File: src/rtl/key_pkg.sv
// key_pkg -- shared definitions for the key debounce controller.
//   key_state_t : FSM state encoding (IDLE, DLY_PRESS, WAIT_REL, DLY_REL)
//   DLY_W/HOLD_W: widths of the debounce delay counter and long-press hold counter
//   T10MS_DEF   : default debounce terminal count (10 ms at 50 MHz)
//   T1S_DEF     : default long-press terminal count (1 s at 50 MHz)
`timescale 1ns/1ps
package key_pkg;

    typedef enum logic [1:0] {
        IDLE      = 2'd0,
        DLY_PRESS = 2'd1,
        WAIT_REL  = 2'd2,
        DLY_REL   = 2'd3
    } key_state_t;

    localparam int DLY_W  = 20;
    localparam int HOLD_W = 26;

    localparam logic [DLY_W-1:0]  T10MS_DEF = 20'd499_999;
    localparam logic [HOLD_W-1:0] T1S_DEF   = 26'd49_999_999;

endpackage

File: src/rtl/key_delay_timer.sv
// key_delay_timer -- saturating up-counter with synchronous clear.
//   CLK  : clock, rising edge
//   RSTn : asynchronous active-low reset (count -> 0)
//   clr  : synchronous clear, wins over en
//   en   : count enable; counting stops at TERM so the counter never wraps
//   done : high while the count equals TERM
`timescale 1ns/1ps
module key_delay_timer #(
    parameter int               WIDTH = 20,
    parameter logic [WIDTH-1:0] TERM  = '1
) (
    input  logic CLK,
    input  logic RSTn,
    input  logic clr,
    input  logic en,
    output logic done
);

    localparam logic [WIDTH-1:0] ONE = 1;

    logic [WIDTH-1:0] cnt;

    always_ff @(posedge CLK or negedge RSTn) begin
        if (!RSTn) begin
            cnt <= '0;
        end else if (clr) begin
            cnt <= '0;
        end else if (en && (cnt != TERM)) begin
            cnt <= cnt + ONE;
        end
    end

    assign done = (cnt == TERM);

endmodule

File: src/rtl/key_debounce_ctrl.sv
// key_debounce_ctrl -- debounces a key using upstream edge pulses and the raw level.
// Optional feature: define KEY_LONG_PRESS_EN to enable the long-press pulse.
//   CLK         : system clock (50 MHz), rising edge
//   RSTn        : asynchronous active-low reset
//   Pin_In      : raw key level, low = pressed
//   H2L_Sig     : one-cycle falling-edge pulse
//   L2H_Sig     : one-cycle rising-edge pulse
//   Key_Press   : one-cycle pulse on confirmed press
//   Key_Release : one-cycle pulse on confirmed release
//   Key_Level   : debounced level, 1 = released
//   Key_Long    : one-cycle pulse after a press is held T1S cycles (0 when feature off)
//   dbg_state   : current FSM state, for observation only
//
// Handshake: there is none; edge inputs are single-cycle strobes, acted on only in
// the state that waits for them, and all pulse outputs are registered strobes.
`timescale 1ns/1ps
module key_debounce_ctrl
    import key_pkg::*;
#(
    parameter logic [DLY_W-1:0]  T10MS = T10MS_DEF,
    parameter logic [HOLD_W-1:0] T1S   = T1S_DEF
) (
    input  logic       CLK,
    input  logic       RSTn,
    input  logic       Pin_In,
    input  logic       H2L_Sig,
    input  logic       L2H_Sig,
    output logic       Key_Press,
    output logic       Key_Release,
    output logic       Key_Level,
    output logic       Key_Long,
    output key_state_t dbg_state
);

    key_state_t state, next_state;

    logic dly_clr, dly_en, dly_done;
    logic press_set, rel_set;

    // Delay counter is cleared on every state change, so each debounce window
    // starts from zero regardless of how it was entered.
    key_delay_timer #(
        .WIDTH (DLY_W),
        .TERM  (T10MS)
    ) u_dly_timer (
        .CLK  (CLK),
        .RSTn (RSTn),
        .clr  (dly_clr),
        .en   (dly_en),
        .done (dly_done)
    );

    // State register
    always_ff @(posedge CLK or negedge RSTn) begin
        if (!RSTn) begin
            state <= IDLE;
        end else begin
            state <= next_state;
        end
    end

    // Next-state logic; edge pulses are ignored inside the debounce windows.
    always_comb begin
        next_state = state;
        case (state)
            IDLE:      if (H2L_Sig)  next_state = DLY_PRESS;
            DLY_PRESS: if (dly_done) next_state = Pin_In ? IDLE : WAIT_REL;
            WAIT_REL:  if (L2H_Sig)  next_state = DLY_REL;
            DLY_REL:   if (dly_done) next_state = Pin_In ? IDLE : WAIT_REL;
            default:                 next_state = IDLE;
        endcase
    end

    // Output / control decode
    always_comb begin
        press_set = 1'b0;
        rel_set   = 1'b0;
        dly_en    = 1'b0;
        dly_clr   = (next_state != state);
        case (state)
            DLY_PRESS: begin
                dly_en    = 1'b1;
                press_set = dly_done && !Pin_In;
            end
            DLY_REL: begin
                dly_en  = 1'b1;
                rel_set = dly_done && Pin_In;
            end
            default: ;
        endcase
    end

    // Registered pulse and level outputs
    always_ff @(posedge CLK or negedge RSTn) begin
        if (!RSTn) begin
            Key_Press   <= 1'b0;
            Key_Release <= 1'b0;
            Key_Level   <= 1'b1;
        end else begin
            Key_Press   <= press_set;
            Key_Release <= rel_set;
            if (press_set) begin
                Key_Level <= 1'b0;
            end else if (rel_set) begin
                Key_Level <= 1'b1;
            end
        end
    end

`ifdef KEY_LONG_PRESS_EN
    logic hold_done, hold_done_d;

    // Hold counter restarts only on a fresh confirmed press; a bounce back from
    // DLY_REL keeps the accumulated hold time.
    key_delay_timer #(
        .WIDTH (HOLD_W),
        .TERM  (T1S)
    ) u_hold_timer (
        .CLK  (CLK),
        .RSTn (RSTn),
        .clr  (press_set),
        .en   (state == WAIT_REL),
        .done (hold_done)
    );

    // Pulse on the rising edge of hold_done; the counter then saturates.
    always_ff @(posedge CLK or negedge RSTn) begin
        if (!RSTn) begin
            hold_done_d <= 1'b0;
            Key_Long    <= 1'b0;
        end else begin
            hold_done_d <= hold_done;
            Key_Long    <= hold_done && !hold_done_d;
        end
    end
`else
    logic unused_t1s;
    assign unused_t1s = ^T1S;
    assign Key_Long   = 1'b0;
`endif

    assign dbg_state = state;

endmodule

File: config.mk
export PLATFORM = sky130hd
export DESIGN_NAME = key_debounce_ctrl
export DESIGN_NICKNAME = d
export VERILOG_FILES = /design/src/rtl/key_pkg.sv /design/src/rtl/key_delay_timer.sv /design/src/rtl/key_debounce_ctrl.sv
export SDC_FILE = /design/constraint.sdc
export NUM_CORES = 1
export LEC_CHECK = 0
export ABC_AREA = 1
export CAP_MARGIN = 20
export CORE_AREA = 2 2 81 83
export CTS_BUF_LIST = sky130_fd_sc_hd__clkbuf_8
export DETAILED_ROUTE_END_ITERATION = 16
export DIE_AREA = 0 0 83 85
export DONT_BUFFER_PORTS = 1
export SYNTH_ARGS = -nofsm -noshare
export SYNTH_HDL_FRONTEND = slang
export SYNTH_SLANG_ARGS = --single-unit
File: constraint.sdc
create_clock -name CLK -period 1.9 [get_ports CLK]
set_clock_uncertainty 0.2 [all_clocks]
set_input_delay 0.19 -clock CLK [delete_from_list [all_inputs] [get_ports CLK]]
set_output_delay 0.19 -clock CLK [all_outputs]
set_load 0.05 [all_outputs]
# ---- After elaboration in Yosys (flattened, before gate mapping)
# Index checks and enable logic that the tools add are counted.
dict set report word_totals {
  ff_bits 25
  wordCells 32
}
dict set report classes {
  n_reduce_logical 8
  addsub 1
  mux 12
  n_eq_ne 6
}
# op count
set op_table {}
lappend op_table {{$mux 20} 2}
lappend op_table {{$add 20x1->20 const B} 1}
lappend op_table {{$eq 20x19->1 const B} 1}
lappend op_table {{$ne 20x19->1 const B} 1}
lappend op_table {{$mux 2} 4}
lappend op_table {{$pmux 2 s3} 1}
lappend op_table {{$mux 1} 5}
lappend op_table {{$eq 2x2->1 const B} 2}
lappend op_table {{$reduce_bool 2->1} 2}
lappend op_table {{$logic_and 1x1->1} 3}
lappend op_table {{$eq 2x1->1 const B} 1}
lappend op_table {{$logic_not 2->1} 1}
lappend op_table {{$ne 2x2->1} 1}
lappend op_table {{$reduce_or 2->1} 1}
lappend op_table {{$logic_not 1->1} 1}

# ---- Logic depth before layout (Yosys ltp)
dict set report depth {
  ltp_word 6
  depth_mapped 12
  depth_no_buf 10
}

# ---- Modules after synthesis
# From an unflattened synthesis, not the netlist that was laid out.
dict set report hier_totals {
  hier_cells 244
  hier_area_um2 1639.1
}
# mod cells_each area_each_um2 seq_area_each_um2 n_inst
set by_module_without_submodules {}
lappend by_module_without_submodules {key_delay_timer 213 1405.1 500.5 1}
lappend by_module_without_submodules {key_debounce_ctrl 31 234.0 126.4 1}

# ---- Worst setup path before layout
# No wires, ideal clock.
dict set report synth_path {
  path_kind {register -> register}
  startpoint {register u_dly_timer.cnt[0]}
  endpoint {register u_dly_timer.cnt[10]}
  path_stages_with_launch 10
  t_required_ps 1583
  synth_period_minus_slack_ps 1941
  slack_ps -41
  arrival_time_ps 1624
  path_cell_list {dfrtp_1 ha_1 nand3_1 nor2_2 nand3_4 nand2_4 nand3_4 buf_2 nand2_1 nand2_1}
}
dict set report synth_via {
  elab_chain_cells 5
}
# element line
set synth_rtl {}
lappend synth_rtl {{start, declared} key_delay_timer.sv:21} ;# logic [WIDTH-1:0] cnt;
lappend synth_rtl {{start signal, assigned} key_delay_timer.sv:29} ;# cnt <= cnt + ONE;
lappend synth_rtl {{parallel branches: the longest is 5 deep, another holds $add 20x1->20} --}
# Several ways; the timed one is not identified. The select of a mux whose other input is x is not followed.
# A chain may end at the register's enable or synchronous reset.

# ---- Final worst setup path
dict set report layout_path {
  startpoint {register u_dly_timer.cnt[6]}
  endpoint {register u_dly_timer.cnt[12]}
}
# Same word-level chain as after synthesis.

==> out/qor.txt <==
Die W - 83 um
fin nets - 283
most frequent cells in the layout - 99 x nand2_1, 46 x nor2_1, 19 x buf_4
top_reg_cell synth - dfrtp_1
IO Pins - 11
antenna-violating nets left - 0
Required @ worst endpoint - 1870 ps
DRC - 0
core area - 0.00620 mm2
Avg Synthesized Cell Area - 6.61 um2
number of synthesized flops with an enable pin - 0
CTS tree - built
Critical Path Sink - u_dly_timer.cnt[12]
Final Power - 0.879 mW
Setup-failing EPs final - 0
cells on worst reg2reg path - 9
PortBufs - 0
placed cells - 341
worst r2r src - u_dly_timer.cnt[6]
final core occ - 32.9%
ys async rst share - 100%
PwrDens - 430 mW/mm2
Die ar. - 0.00706 mm2
first-pass GRT wire length - 7120 um
final worst slack - 132 ps
register bit total from synthesis - 25
dpl hpwl - 3100 um
initial core utilization - 27.0%
WL final - 4210 um
max cap viols - 0
design area - 0.00204 mm2
initial antenna violation count - 0
hold_ws - 121 ps
clock buffer depth - 2
Max FO, Critical Path - 8
Pins Over Slew Limit - 0
Arrival @ worst endpoint - 1740 ps
type of the worst setup path - register to register
Ys Warns - 0
setup TNS - 0 ps
CTS Buf Count - 3
reg-to-reg critical path endpoint - u_dly_timer.cnt[12]
Area growth, synth to finish - 21.6%
status - completed
root buffer cell - clkbuf_8
FMAX - 566 MHz
Pre-Repair DR Iteration Count - 4
final cycle utilization of the critical path - 93.0%
Placed Area - 0.00187 mm2
crit start category - register
final hold vios - 0
fill cell count - 661
share of cells above drive strength 1 - 18.1%
largest net degree at the start of global routing - 26
worst reg-to-reg setup slack - 130 ps
clock net sink count - 25
total track usage - 12.3%
vias in the first global route - 1486
initial DRC count - 117
final non-filler cell total - 353
clock slew at reported path FFs - 90 ps
number of core rows - 29
total number of vias - 1604
Period minus WS final - 1770 ps
ANT cells - 0
Post-Syn Area - 0.00168 mm2
routability congestion estimate from global placement - 0.899
H-tree depth - 1
syn_nets - 260
Cell variety after synth - 22
Max IR drop VDD - 192 uV
WL/cell - 11.9 um
post-synthesis sequential area ratio - 37.4%
post-synthesis cell count - 254
CP endpoint kind - register
Hold Path Class - input pin to register
Leak - 0.928 nW
die height - 85 um
CP Launch Point - u_dly_timer.cnt[6]
total grt overflow - 0
most common cell after layout, fill and taps aside - nand2_1
Clock Latency Late Sink - 270 ps
pre-CTS setup slack - 71.2 ps
Vias/cell - 4.54
[cells in the mapped netlist (2+ instances only)]
cell / number / area, um2
buf_2: 2 / 10.0
buf_4: 2 / 15.0
dfrtp_1: 24 / 601
inv_1: 17 / 63.8
inv_2: 3 / 11.3
nand2_1: 101 / 379
nand3_1: 16 / 80.1
nand3_4: 2 / 35.0
nand4_1: 10 / 62.6
nor2_1: 49 / 184
nor3_1: 3 / 15.0
o21ai_0: 2 / 10.0
xor2_1: 14 / 123
[timing repair]
item,4_1_cts,5_1_grt
buffers inserted,0,4
endpoints found under the hold margin,30,0
resized for setup,0,18
hold buffers,4,0
setup endpoints to repair,0,22
[power by group]
group	total, mW	internal [mW]	leakage (nW)	switching (mW)
Combinational	0.0266	0.00870	0.588	0.0179
Sequential	0.532	0.532	0.313	0
Clock	0.320	0.145	0.0269	0.175
[how the worst min path moves through the flow]
| stage | startpoint | to | slack [ps] | cells past startpoint |
|---|---|---|---|---|
| CTS | H2L_Sig | dbg_state[0] | 110 | 4 |
| detailed placement | RSTn | u_dly_timer.cnt[6] | -300 | 0 |
| floorplan | RSTn | Key_Press | -310 | 0 |
| global placement | RSTn | u_dly_timer.cnt[6] | -300 | 0 |
| global route | RSTn | Key_Press | 160 | 2 |
| finish | H2L_Sig | dbg_state[0] | 120 | 4 |
[kinds of logic (layout without fill, tap and decap cells)]
group,after synthesis,in the layout,synth area share [%]
adder cells (fa/ha/maj),1,1,0.746
buffers and inverters,27,49,7.16
AO/OA/AOI/OAI,3,3,1.12
XOR/XNOR,14,14,7.31
other,1,1,0.223
flip-flops,25,25,37.4
AND/OR/NAND/NOR,183,183,46.1
[worst max-delay path, stage by stage (launching register included)]
cell	delay (ps)
dfrtp_2	450
nor2_1	120
nand2_1	130
nor2_4	170
nand3_4	90
nand2_4	100
nand3_4	90
buf_4	190
nand2_1	70
nand2_1	60
[registers in the layout, indices dropped and copies added (netlist names)]
signal,flops
u_dly_timer.cnt,20
dbg_state,2
Key_Level,1
Key_Press,1
Key_Release,1
[layer usage]
layer	up-vias	track usage, %	share of wire (%)
met2	33	20.4	47
li1	827	-	-
met4	0	2.98	0.62
met3	3	2.04	3.3
met5	-	0	0
met1	741	16.8	49
[layout make-up]
type | count | area [um2] | area share (%)
multi-input combinational | 202 | 971 | 47.6
sequential | 25 | 634 | 31.1
timing repair buffer | 24 | 213 | 10.4
tap | 77 | 96.3 | 4.72
inverter | 21 | 81.3 | 3.99
clock buffer | 3 | 41.3 | 2.02
clock inverter | 1 | 3.75 | 0.184
(Power assumes the default switching activity.)
